### config.mk
export PLATFORM = sky130hd
export DESIGN_NAME = c_one_hot_therm_pipe
export DESIGN_NICKNAME = d
export VERILOG_FILES = /design/src/rtl/c_one_hot_therm_pkg.sv /design/src/rtl/c_one_hot_therm_stage.sv /design/src/rtl/c_one_hot_therm_pipe.sv
export SDC_FILE = /design/constraint.sdc
export NUM_CORES = 1
export LEC_CHECK = 0
export CORE_ASPECT_RATIO = 1.5
export CORE_UTILIZATION = 25
export CTS_BUF_LIST = sky130_fd_sc_hd__clkbuf_8
export CTS_CLUSTER_DIAMETER = 50
export DETAILED_ROUTE_END_ITERATION = 10
export GPL_TIMING_DRIVEN = 0
export MAX_ROUTING_LAYER = met4
export PLACE_DENSITY_LB_ADDON = 0.1
export SLEW_MARGIN = 20
export SYNTH_ARGS = -nofsm -noshare
export SYNTH_HDL_FRONTEND = slang
export SYNTH_SLANG_ARGS = --single-unit
### constraint.sdc
create_clock -name clk -period 1.9 [get_ports clk]
set_input_delay 0.38 -clock clk [delete_from_list [all_inputs] [get_ports clk]]
set_output_delay 0.38 -clock clk [all_outputs]
set_load 0.1 [all_outputs]
### src/rtl/c_one_hot_therm_pkg.sv
// Shared types and helpers for the pipelined one-hot to thermometer converter.
// Depth and stage count are derived here so top and bench agree on latency.
package c_one_hot_therm_pkg;

  typedef struct packed {
    logic dir;
    logic excl;
  } therm_mode_t;

  // Stage count: ceil(clog2(width) / reg_interval).
  function automatic int therm_num_stages(input int width, input int reg_interval);
    return ($clog2(width) + reg_interval - 1) / reg_interval;
  endfunction

  // Bit-reverse helper: the source index that lands on position idx of a w-bit word.
  function automatic int therm_bit_rev_idx(input int idx, input int w);
    return w - 1 - idx;
  endfunction

endpackage

### src/rtl/c_one_hot_therm_stage.sv
// One pipeline stage of one lane: a run of OR-shift levels feeding a register.
// The last stage also applies the exclusive shift and the exit bit-reversal.
module c_one_hot_therm_stage
  import c_one_hot_therm_pkg::*;
#(
  parameter int width       = 8,
  parameter int first_level = 0,
  parameter int num_levels  = 1,
  parameter bit is_last     = 1'b0
) (
  input  logic             clk,
  input  logic             reset,
  input  logic             load,
  input  therm_mode_t      mode,
  input  logic [width-1:0] din,
  output logic [width-1:0] dout
);

  logic [width-1:0] lvl [num_levels+1];
  logic [width-1:0] shifted;
  logic [width-1:0] rev;
  logic [width-1:0] nxt;
  logic             excl_en;
  logic             dir_en;

  assign lvl[0] = din;

  // Level l spreads every set bit 2^l positions toward higher indices.
  for (genvar l = 0; l < num_levels; l++) begin : g_lvl
    assign lvl[l+1] = lvl[l] | (lvl[l] << (1 << (first_level + l)));
  end

  assign excl_en = is_last & mode.excl;
  assign dir_en  = is_last & mode.dir;
  assign shifted = excl_en ? (lvl[num_levels] << 1) : lvl[num_levels];

  for (genvar i = 0; i < width; i++) begin : g_rev
    localparam int src = therm_bit_rev_idx(i, width);
    assign rev[i] = shifted[src];
  end

  assign nxt = dir_en ? rev : shifted;

  always_ff @(posedge clk or negedge reset) begin
    if (!reset) begin
      dout <= '0;
    end else if (load) begin
      dout <= nxt;
    end
  end

endmodule

### src/rtl/c_one_hot_therm_pipe.sv
// Pipelined multi-channel one-hot to thermometer converter with valid/ready.
// Optional per-channel one-hot checker enabled by defining C_ONE_HOT_THERM_CHECK_EN.
module c_one_hot_therm_pipe
  import c_one_hot_therm_pkg::*;
#(
  parameter int width        = 8,
  parameter int num_channels = 1,
  parameter int reg_interval = 1
) (
  input  logic                          clk,
  input  logic                          reset,
  input  logic                          clear,
  input  logic                          in_valid,
  output logic                          in_ready,
  input  logic                          in_dir,
  input  logic                          in_excl,
  input  logic [0:num_channels*width-1] in_data,
  output logic                          out_valid,
  input  logic                          out_ready,
  output logic [0:num_channels*width-1] out_data,
  output logic [num_channels-1:0]       out_err
);

  localparam int depth      = $clog2(width);
  localparam int num_stages = therm_num_stages(width, reg_interval);

  logic [num_stages-1:0] v;
  logic [num_stages-1:0] rdy;
  logic [num_stages-1:0] up_valid;
  logic [num_stages-1:0] load;
  therm_mode_t           up_mode [num_stages];

  // Handshake: a transfer happens on any edge where valid and ready are both high;
  // a stage can take new data when it is empty or its successor is taking its data.
  always_comb begin : p_ready
    logic r;
    r   = out_ready;
    rdy = '0;
    for (int k = num_stages - 1; k >= 0; k--) begin
      r      = ~v[k] | r;
      rdy[k] = r;
    end
  end

  assign in_ready = rdy[0] & ~clear;

  always_comb begin
    up_valid    = '0;
    up_valid[0] = in_valid & in_ready;
    for (int k = 1; k < num_stages; k++) begin
      up_valid[k] = v[k-1];
    end
    load = rdy & up_valid & {num_stages{~clear}};
  end

  always_ff @(posedge clk or negedge reset) begin
    if (!reset) begin
      v <= '0;
    end else if (clear) begin
      v <= '0;
    end else begin
      v <= (v & ~rdy) | (up_valid & rdy);
    end
  end

  assign out_valid  = v[num_stages-1];
  assign up_mode[0] = therm_mode_t'{dir: in_dir, excl: in_excl};

  // Mode rides with its data; only the last stage consumes it.
  if (num_stages > 1) begin : g_mode
    therm_mode_t mode_q [num_stages-1];

    always_ff @(posedge clk or negedge reset) begin
      if (!reset) begin
        for (int k = 0; k < num_stages - 1; k++) mode_q[k] <= '0;
      end else begin
        for (int k = 0; k < num_stages - 1; k++) begin
          if (load[k]) mode_q[k] <= up_mode[k];
        end
      end
    end

    for (genvar k = 1; k < num_stages; k++) begin : g_up
      assign up_mode[k] = mode_q[k-1];
    end
  end

  for (genvar c = 0; c < num_channels; c++) begin : g_ch
    logic [width-1:0] x;
    logic [width-1:0] x_rev;
    logic [width-1:0] sd [num_stages+1];

    for (genvar i = 0; i < width; i++) begin : g_bit
      localparam int src = therm_bit_rev_idx(i, width);
      assign x[i]                  = in_data[c*width + i];
      assign x_rev[i]              = in_data[c*width + src];
      assign out_data[c*width + i] = sd[num_stages][i];
    end

    assign sd[0] = in_dir ? x_rev : x;

    for (genvar k = 0; k < num_stages; k++) begin : g_stage
      localparam int lvl_first = k * reg_interval;
      localparam int lvl_end   = ((k + 1) * reg_interval < depth) ? (k + 1) * reg_interval : depth;

      c_one_hot_therm_stage #(
        .width      (width),
        .first_level(lvl_first),
        .num_levels (lvl_end - lvl_first),
        .is_last    (k == num_stages - 1)
      ) u_stage (
        .clk  (clk),
        .reset(reset),
        .load (load[k]),
        .mode (up_mode[k]),
        .din  (sd[k]),
        .dout (sd[k+1])
      );
    end

`ifdef C_ONE_HOT_THERM_CHECK_EN
    logic [num_stages-1:0] err_q;
    logic [num_stages-1:0] err_up;

    always_comb begin
      err_up    = '0;
      err_up[0] = ($countones(x) != 1);
      for (int k = 1; k < num_stages; k++) begin
        err_up[k] = err_q[k-1];
      end
    end

    always_ff @(posedge clk or negedge reset) begin
      if (!reset) begin
        err_q <= '0;
      end else begin
        err_q <= (err_q & ~load) | (err_up & load);
      end
    end

    assign out_err[c] = err_q[num_stages-1];
`else
    assign out_err[c] = 1'b0;
`endif
  end

endmodule

Word-level counts from Yosys, hierarchy flattened
Cells that the tools add are included.

Logic and storage cells: 29. Register bits: 31.

Multiplexer cells: 4. Bitwise operators: 17.

Operators by type and width (number): $mux W8 (3); $or A8 B8 Y8 (3); $and A3 B3 Y3 (3); $not A1 Y1 (4); $mux W3 (1); $not A3 Y3 (1); $or A1 B1 Y1 (3); $or A3 B3 Y3 (1); $and A1 B1 Y1 (2).

Longest topological paths before layout
Gate-level depths: netlist of the first run.

Depth in word-level cells: 9. Gate-level depth with buffers: 5.

Cells and area by module
A second synthesis of the first run with hierarchy kept.

Cell total of the unflattened synthesis: 144. Area, all modules: 1542.7 um2.

Modules (own cells, without submodules): c_one_hot_therm_stage at g_ch[0].g_stage[2].u_stage (times used 1, cells an instance 48, area an instance 474.2 um2); c_one_hot_therm_pipe (times used 1, cells an instance 36, area an instance 430.4 um2); c_one_hot_therm_stage at g_ch[0].g_stage[0].u_stage (times used 1, cells an instance 31, area an instance 329.1 um2); c_one_hot_therm_stage at g_ch[0].g_stage[1].u_stage (times used 1, cells an instance 29, area an instance 309.0 um2).

Worst setup path before layout of the first run
OpenSTA, ideal clock, no wires.

Kind: register to output. From: reg v[2]. To: out in_ready. Setup slack: -1.235 ns. Required time: 1.520 ns. Stages on the path, launching flop included: 4. Arrival: 2.755 ns. Buffers on the path: 1. Path through: dfrtp_1 nor2b_4 clkbuf_1 a31oi_1.

Cells in the longest elaborated chain, start to end: 5.

Ends and longest elaborated chain: start: declaration (RTL line c_one_hot_therm_pipe.sv:27) `logic [num_stages-1:0] v;`; start signal: assignment (RTL line c_one_hot_therm_pipe.sv:62) `v <= (v & ~rdy) | (up_valid & rdy);`; $not A1 Y1 (RTL line c_one_hot_therm_pipe.sv:40) `r = ~v[k] | r;`; $or A1 B1 Y1 (3 in series) (RTL line c_one_hot_therm_pipe.sv:40); $and A1 B1 Y1 (RTL line c_one_hot_therm_pipe.sv:45) `assign in_ready = rdy[0] & ~clear;`; end: declaration (RTL line c_one_hot_therm_pipe.sv:14) `output logic in_ready,`.

Every way passes these cells.

Worst setup path in the final report of the first run
From: in out_ready. To: out in_ready.

Cells in the longest elaborated chain, start to end: 4.

Ends and longest elaborated chain: start: declaration (RTL line c_one_hot_therm_pipe.sv:19) `input logic out_ready,`; $or A1 B1 Y1 (3 in series) (RTL line c_one_hot_therm_pipe.sv:40); $and A1 B1 Y1 (RTL line c_one_hot_therm_pipe.sv:45).

Every way passes these cells.

==> impl_results.md, run 1 <==
* Vias at 1196
* RR Endpoint: g_mode.mode_q[2]
* PD cells at about 1100 nW/um^2
* Synth Warn # at 0
* Total of max-cap violations at 0
* Clock Path Buffers at 2
* Most common cell after layout, fill and taps aside: dfrtp_1
* CTS tree: built
* Core Region at 6170 sq um
* Reg2Reg Depth at 5
* Worst reg2reg startpoint: v[2]
* Critical Path RT at 1520 ps
* Residual DRC count at 0
* Placed cell area at 1960 sq um
* Vias/cell at roughly 4.7
* Max incr delay on CP at about 500 ps
* Critical-path top delay cell: clkdlybuf4s50_1
* Met3 wire length at 99 um
* CP Launch Type: input pin
* Status: finished clean
* Fin crit period at 1850 ps
* DRT Wirelength at 3310 um
* Setup violators final at 0
* Seq/Total Area, Yosys at 48.4%
* Die height at roughly 100 um
* Clock sink count at 31
* Netlist cell types at 30
* Met2 Routed Length at 1850 um
* Syn Nets at roughly 160
* Final ANT Viol Nets at 0
* Synthesis-stage register bit count at 31
* H-Tree Depth at 2
* Port bufs at 24
* Initial Util at approximately a quarter
* Top post-synthesis cells by area: dfrtp_1 48%, mux2_4 8.4%, mux2i_1 4.4%, o21ai_0 3.8%, mux2_2 3.5%
* Hold crit path type: input pin to async pin
* # IOs at 26
* GRT Residual Overflow at 0
* Crit path DAT at 1470 ps
* Syn Inst Count at 149
* Worst Skew at 4.45 ps
* Site row count at 35
* Chip width at between 60 and 70 um
* HPWL Detailed at between 2000 and 3000 um
* Gp weighted congestion at 0.745
* RSZ-0062 raised after global routing: no
* Worst-path cell chain: clkdlybuf4s50_1 -> nor2b_4 -> clkbuf_8 -> a31oi_4 -> buf_6
* CTS root buffer: clkbuf_8
* Layout fillers at 620
* Starting DRC count in detailed routing at 22
* Final Hold Vio Count at 0
* Fraction of layout instances using a drive strength above 1 at 22.4%
* Peak VDD IR at about 0.32 mV
* Top Layer Used: met4
* Latest clock arrival within the worst-skew pair at 280 ps
* Fin area at 2050 sq um
* Crit-path max FO at 10
* First-pass GRT wire length at 5860 um
* Die ar. at 6740 sq um
* CP startpoint: out_ready
* Pin count of the biggest net entering global routing at 32
* Cell area after synthesis at between 1500 and 2000 sq um
* P&R area growth vs syn at 28.2%
* # diodes at 0
* Slew @ Worst Pin at 951 ps
* DRT met1 WL at 1340 um
* Mean Syn Cell Area at ~11 sq um
* WS Path Type: input pin to primary output
* Final #Nets at 197
* Worst reg-to-reg setup slack at 210 ps
* Most frequent cells in the layout: 30 x dfrtp_1, 15 x nor2_1, 13 x clkdlybuf4s50_1
* Post-synth top area cell: dfrtp_1
* Routed WL per cell at about 13 um
* Slew headroom at 36.8%
* CP endpoint: in_ready
* CP endpoint kind: primary output
* Area fraction of the dominant cell type after synthesis at 48.4%
* CTS clk-pin slew, worst paths at 70 ps
* DRT Pass-1 Iters at 4
* Num CTS Buffers at 5
* Pins Over Slew Limit at 0
* CTS Hold Bufs at 0
* Highest clock rate at about 0.54 GHz
* Final Cycle Share at 97.5%
* Total GRT Usage at 12.0%
* Leakage Power at 0.903 nW
* Initial antenna violation count at 0
* Vias in the first global route at roughly 1300
* Power Total at 2.30 mW
## where the power goes
part	internal, mW	switching (mW)
logic	0.262	0.649
clock network	0.254	0.248
registers	0.795	0.0957
## Yosys cell counts
cell type and instances:
clkbuf_1 3, mux2_2 5, a21oi_1 10, buf_2 1
o21ai_0 12, buf_4 1, mux2i_1 7, a211oi_1 6
inv_1 11, a2bb2oi_1 2, buf_6 3, a211o_2 1
or3_1 3, nor2b_1 3, nor3_1 3, a311o_1 1
buf_1 1, dfrtp_1 31, conb_1 1, o311ai_0 2
nor2b_4 1, or3b_2 3, nor2_1 15, a31oi_1 2
clkbuf_2 1, mux2_4 9, o31ai_1 6, a311oi_1 2
nand2b_1 2, or2_0 1
## state kept, by name, summed over array words and instances, names as in the netlist
signal,cells
g_ch.g_stage.u_stage.dout,24
g_mode.mode_q,4
v,3
## routing by layer
metal	vias up	GRT usage [%]
met1	575	11.8
met5	-	-
met3	2	3.41
met2	24	21.9
li1	595	-
met4	0	3.93
## logic make-up (layout without fill, tap and decap cells)
| kind of cell | after synthesis | in the layout | synth area share [%] |
|---|---|---|---|
| buf+inv | 21 | 55 | 6.72 |
| mux | 21 | 21 | 16.3 |
| flops | 31 | 31 | 48.4 |
| simple gates | 31 | 31 | 10.5 |
| compound gates | 44 | 44 | 17.8 |
| other cells | 1 | 1 | 0.234 |
## worst min path at each step
stage               depth (start not counted)  slack [ps]                                 end
global route                                1         200  g_ch[0].g_stage[1].u_stage.dout[6]
floorplan                                   0          80  g_ch[0].g_stage[0].u_stage.dout[0]
CTS                                         1         170  g_ch[0].g_stage[1].u_stage.dout[4]
detailed placement                          1         480  g_ch[0].g_stage[2].u_stage.dout[3]
finish                                      1         140  g_ch[0].g_stage[1].u_stage.dout[4]
global placement                            1         500                    g_mode.mode_q[2]
## metrics by stage
stage                     hold WS (ps)  setup slack, ps  cells  TNS, ps  utilization [%]
after global placement             497             -876    247    -5980             31.8
final                              143             46.6    257        0             33.3
after global routing               196             3.33    257        0             33.3
after floorplan                   84.4            -5.81    149    -5.81                -
after CTS                          169             9.14    255        0             33.0
after detailed placement           475             -869    247    -1580             31.7
## what timing repair did
| item | CTS | global route |
|---|---|---|
| setup endpoints to repair | 10 | 6 |
| gates resized for setup | 17 | 5 |
| setup buffers | 0 | 2 |
## final cells by class
class,instances,area (sq um),area share [%]
Timing Repair Buffer,26,241,11.8
Multi-Input combinational cell,97,733,35.7
Sequential cell,31,779,38.0
Buffer,10,76.3,3.72
Tap cell,74,92.6,4.51
Clock inverter,3,20.0,0.975
Clock buffer,5,68.8,3.35
Inverter,11,41.3,2.01
## critical path: cells and delay by family
family	cells	cell delay (ps)
AOI/OAI and AO/OA	1	130
buffers and inverters	3	900
and+or+nand+nor	1	60
Note: power is estimated with default switching activity, not from simulation.
==> inputs of run 2 (changes only) <==
==> constraint.sdc (replaced) <==
create_clock -name clk -period 1.9 [get_ports clk]
set_input_delay 0.38 -clock clk [delete_from_list [all_inputs] [get_ports clk]]
set_output_delay 0.38 -clock clk [all_outputs]
set_load 0.005 [all_outputs]
==> impl_results.md, run 2 (synthesis gave the netlist of run 1 again) <==
* Status: finished clean
* Leakage Power at 0.896 nW (-0.76%)
* P&R area growth vs syn at 26.9%
* Residual DRC count at 0 (unchanged)
* Core Region at 6170 sq um (unchanged)
* Slew headroom at 54.1% (+17 points)
* Biggest regs: g_ch.g_stage.u_stage.dout x24, g_mode.mode_q x4, v x3
* Setup violators final at 0 (unchanged)
* WS Path Type: input pin to flop
* Chip width at 67.4 um (unchanged)
* Total of max-cap violations at 0 (unchanged)
* CP endpoint kind: flop
* Placed Instances at 247 (unchanged)
* Routed WL per cell at 13.1 um (+1.7%)
* DRT Wirelength at 3340 um (+0.88%)
* Worst reg2reg startpoint: v[2]
* Worst-path cell chain: clkdlybuf4s50_1 -> nor2b_4 -> buf_4 -> a311o_1 -> buf_6 -> mux2_4
* PnR worst setup slack at 88.1 ps (+41.4 ps)
* GRT Residual Overflow at 0 (unchanged)
* Peak VDD IR at 0.338 mV (+4.2%)
* Final ANT Viol Nets at 0 (unchanged)
* Fraction of layout instances using a drive strength above 1 at 18.8% (-3.6 points)
* Pin count of the biggest net entering global routing at 32 (unchanged)
* Max incr delay on CP at 500 ps (about the same)
* Site row count at 35 (unchanged)
* Port bufs at 24 (unchanged)
* Final std cells w/o fill at 255 (-0.78%)
* Fin crit period at 1810 ps (-41.4 ps)
* RSZ-0062 raised after global routing: no
* Vias in the first global route at 1179 (-6.7%)
* Clock sink count at 31 (unchanged)
* Latest clock arrival within the worst-skew pair at 280 ps (about the same)
* Total GRT Usage at 11.4% (-0.68 points)
* PD cells at 972 nW/um^2 (-13%)
* CTS root buffer: clkbuf_8
* Crit path DAT at 1980 ps (+510 ps)
* Power Total at 1.98 mW (-14%)
* First-pass GRT wire length at 5470 um (-6.6%)
* Final #Nets at 195 (-1.0%)
* # IOs at 26 (unchanged)
* # diodes at 0 (unchanged)
* Largest register FFs at 24 (unchanged)
* Worst Skew at 5.53 ps (+1.08 ps)
* CTS tree: built
* Initial antenna violation count at 0 (unchanged)
* CP Launch Type: input pin
* Initial Util at 25.9% (unchanged)
* Pins Over Slew Limit at 0 (unchanged)
* Worst reg-to-reg setup slack at 240 ps (+30 ps)
* GR Util met3 at 2.39% (-1.0 points)
* Slew @ Worst Pin at 688 ps (-263 ps)
* Reg2Reg Depth at 5 (unchanged)
* Gp weighted congestion at 0.756 (+1.4%)
* RR Endpoint: g_ch[0].g_stage[0].u_stage.dout[0]
* Die ar. at 6740 sq um (unchanged)
* Area occupied by multi-input gates at 718 sq um (-2.0%)
* Layout fillers at 626 (+0.97%)
* CTS Hold Bufs at 0 (unchanged)
* Met1 usage at 11.0% (-0.82 points)
* Vias/cell at 4.75 (+2.1%)
* Critical Path RT at 2070 ps (+550 ps)
* Highest clock rate at 0.552 GHz (+2.3%)
* Die height at 100 um (unchanged)
* Crit-path max FO at 15 (+5)
* CTS clk-pin slew, worst paths at 70 ps (about the same)
* Fin Setup TNS at 0 ps (unchanged)
* Final Hold Vio Count at 0 (unchanged)
* DRT Pass-1 Iters at 4 (unchanged)
* Starting DRC count in detailed routing at 22 (unchanged)
* Most common cell after layout, fill and taps aside: dfrtp_1
* Largest Register: g_ch.g_stage.u_stage.dout
* Final design utilization at 32.9% (-0.34 points)
* FF+latch area at 776 sq um (-0.48%)
* HPWL Detailed at 2560 um (+1.4%)
* Met2 usage at 20.4% (-1.5 points)
* H-Tree Depth at 2 (unchanged)
* Most frequent cells in the layout: 31 x dfrtp_1, 22 x clkdlybuf4s50_1, 15 x nor2_1
* Hold crit path type: input pin to async pin
* Pre-CTS WS at -425 ps (+443 ps)
* Num CTS Buffers at 5 (unchanged)
* Busiest layer in global routing: met2
* Clock Path Buffers at 2 (unchanged)
* Critical-path top delay cell: clkdlybuf4s50_1
* Vias at 1212 (+1.3%)
* Final Cycle Share at 95.4% (-2.2 points)
## run 2: how the worst max path moves through the flow
| stage | from | endpoint | slack, ps | depth (start not counted) |
|---|---|---|---|---|
| floorplan | v[2] | g_ch[0].g_stage[0].u_stage.dout[0] | 480 | 4 |
| global placement | out_ready | in_ready | -430 | 5 |
| detailed placement | out_ready | in_ready | -430 | 5 |
| CTS | out_ready | g_ch[0].g_stage[0].u_stage.dout[5] | 100 | 6 |
| global route | out_ready | g_ch[0].g_stage[0].u_stage.dout[3] | 60 | 6 |
| finish | out_ready | g_ch[0].g_stage[0].u_stage.dout[0] | 90 | 6 |
## run 2: critical path: cells and delay by family
family	cells	cell delay (ps)
buffers and inverters	3	840
muxes	1	300
AOI/OAI and AO/OA	1	390
and+or+nand+nor	1	50
## run 2: layout make-up
cell class / instances / share of cell area [%]
flip-flops and latches: 31 / 38.2
multi-input cells: 97 / 35.3
repair buffers: 25 / 11.9
clock buffers: 7 / 4.74
well taps: 74 / 4.56
plain buffers: 9 / 3.08
inverters: 11 / 2.03
clock inverters: 1 / 0.185
## run 2: routing by layer
| metal | part of all wire, % | vias to the layer above |
|---|---|---|
| met3 | 3.6 | 6 |
| li1 | - | 597 |
| met4 | 2.5 | 0 |
| met5 | 0 | - |
| met1 | 39 | 581 |
| met2 | 54 | 28 |
## run 2: timing repair
action / CTS / global route
buffers inserted: 1 / 0
resized for setup: 1 / 0
setup endpoints to repair: 1 / 0
## run 2: where the power goes
group	switching [mW]	internal, mW	total, mW
Clock	0.245	0.325	0.570
Combinational	0.218	0.293	0.511
Sequential	0.0999	0.795	0.895
Total	0.563	1.41	1.98
## run 2: stage by stage
step / hold WS, ps / cell area [sq um]
final: 133 / 2030
after global routing: 189 / 2030
after CTS: 160 / 2030
after detailed placement: 474 / 1930
after global placement: 495 / 1930
after floorplan: 84.4 / 1600
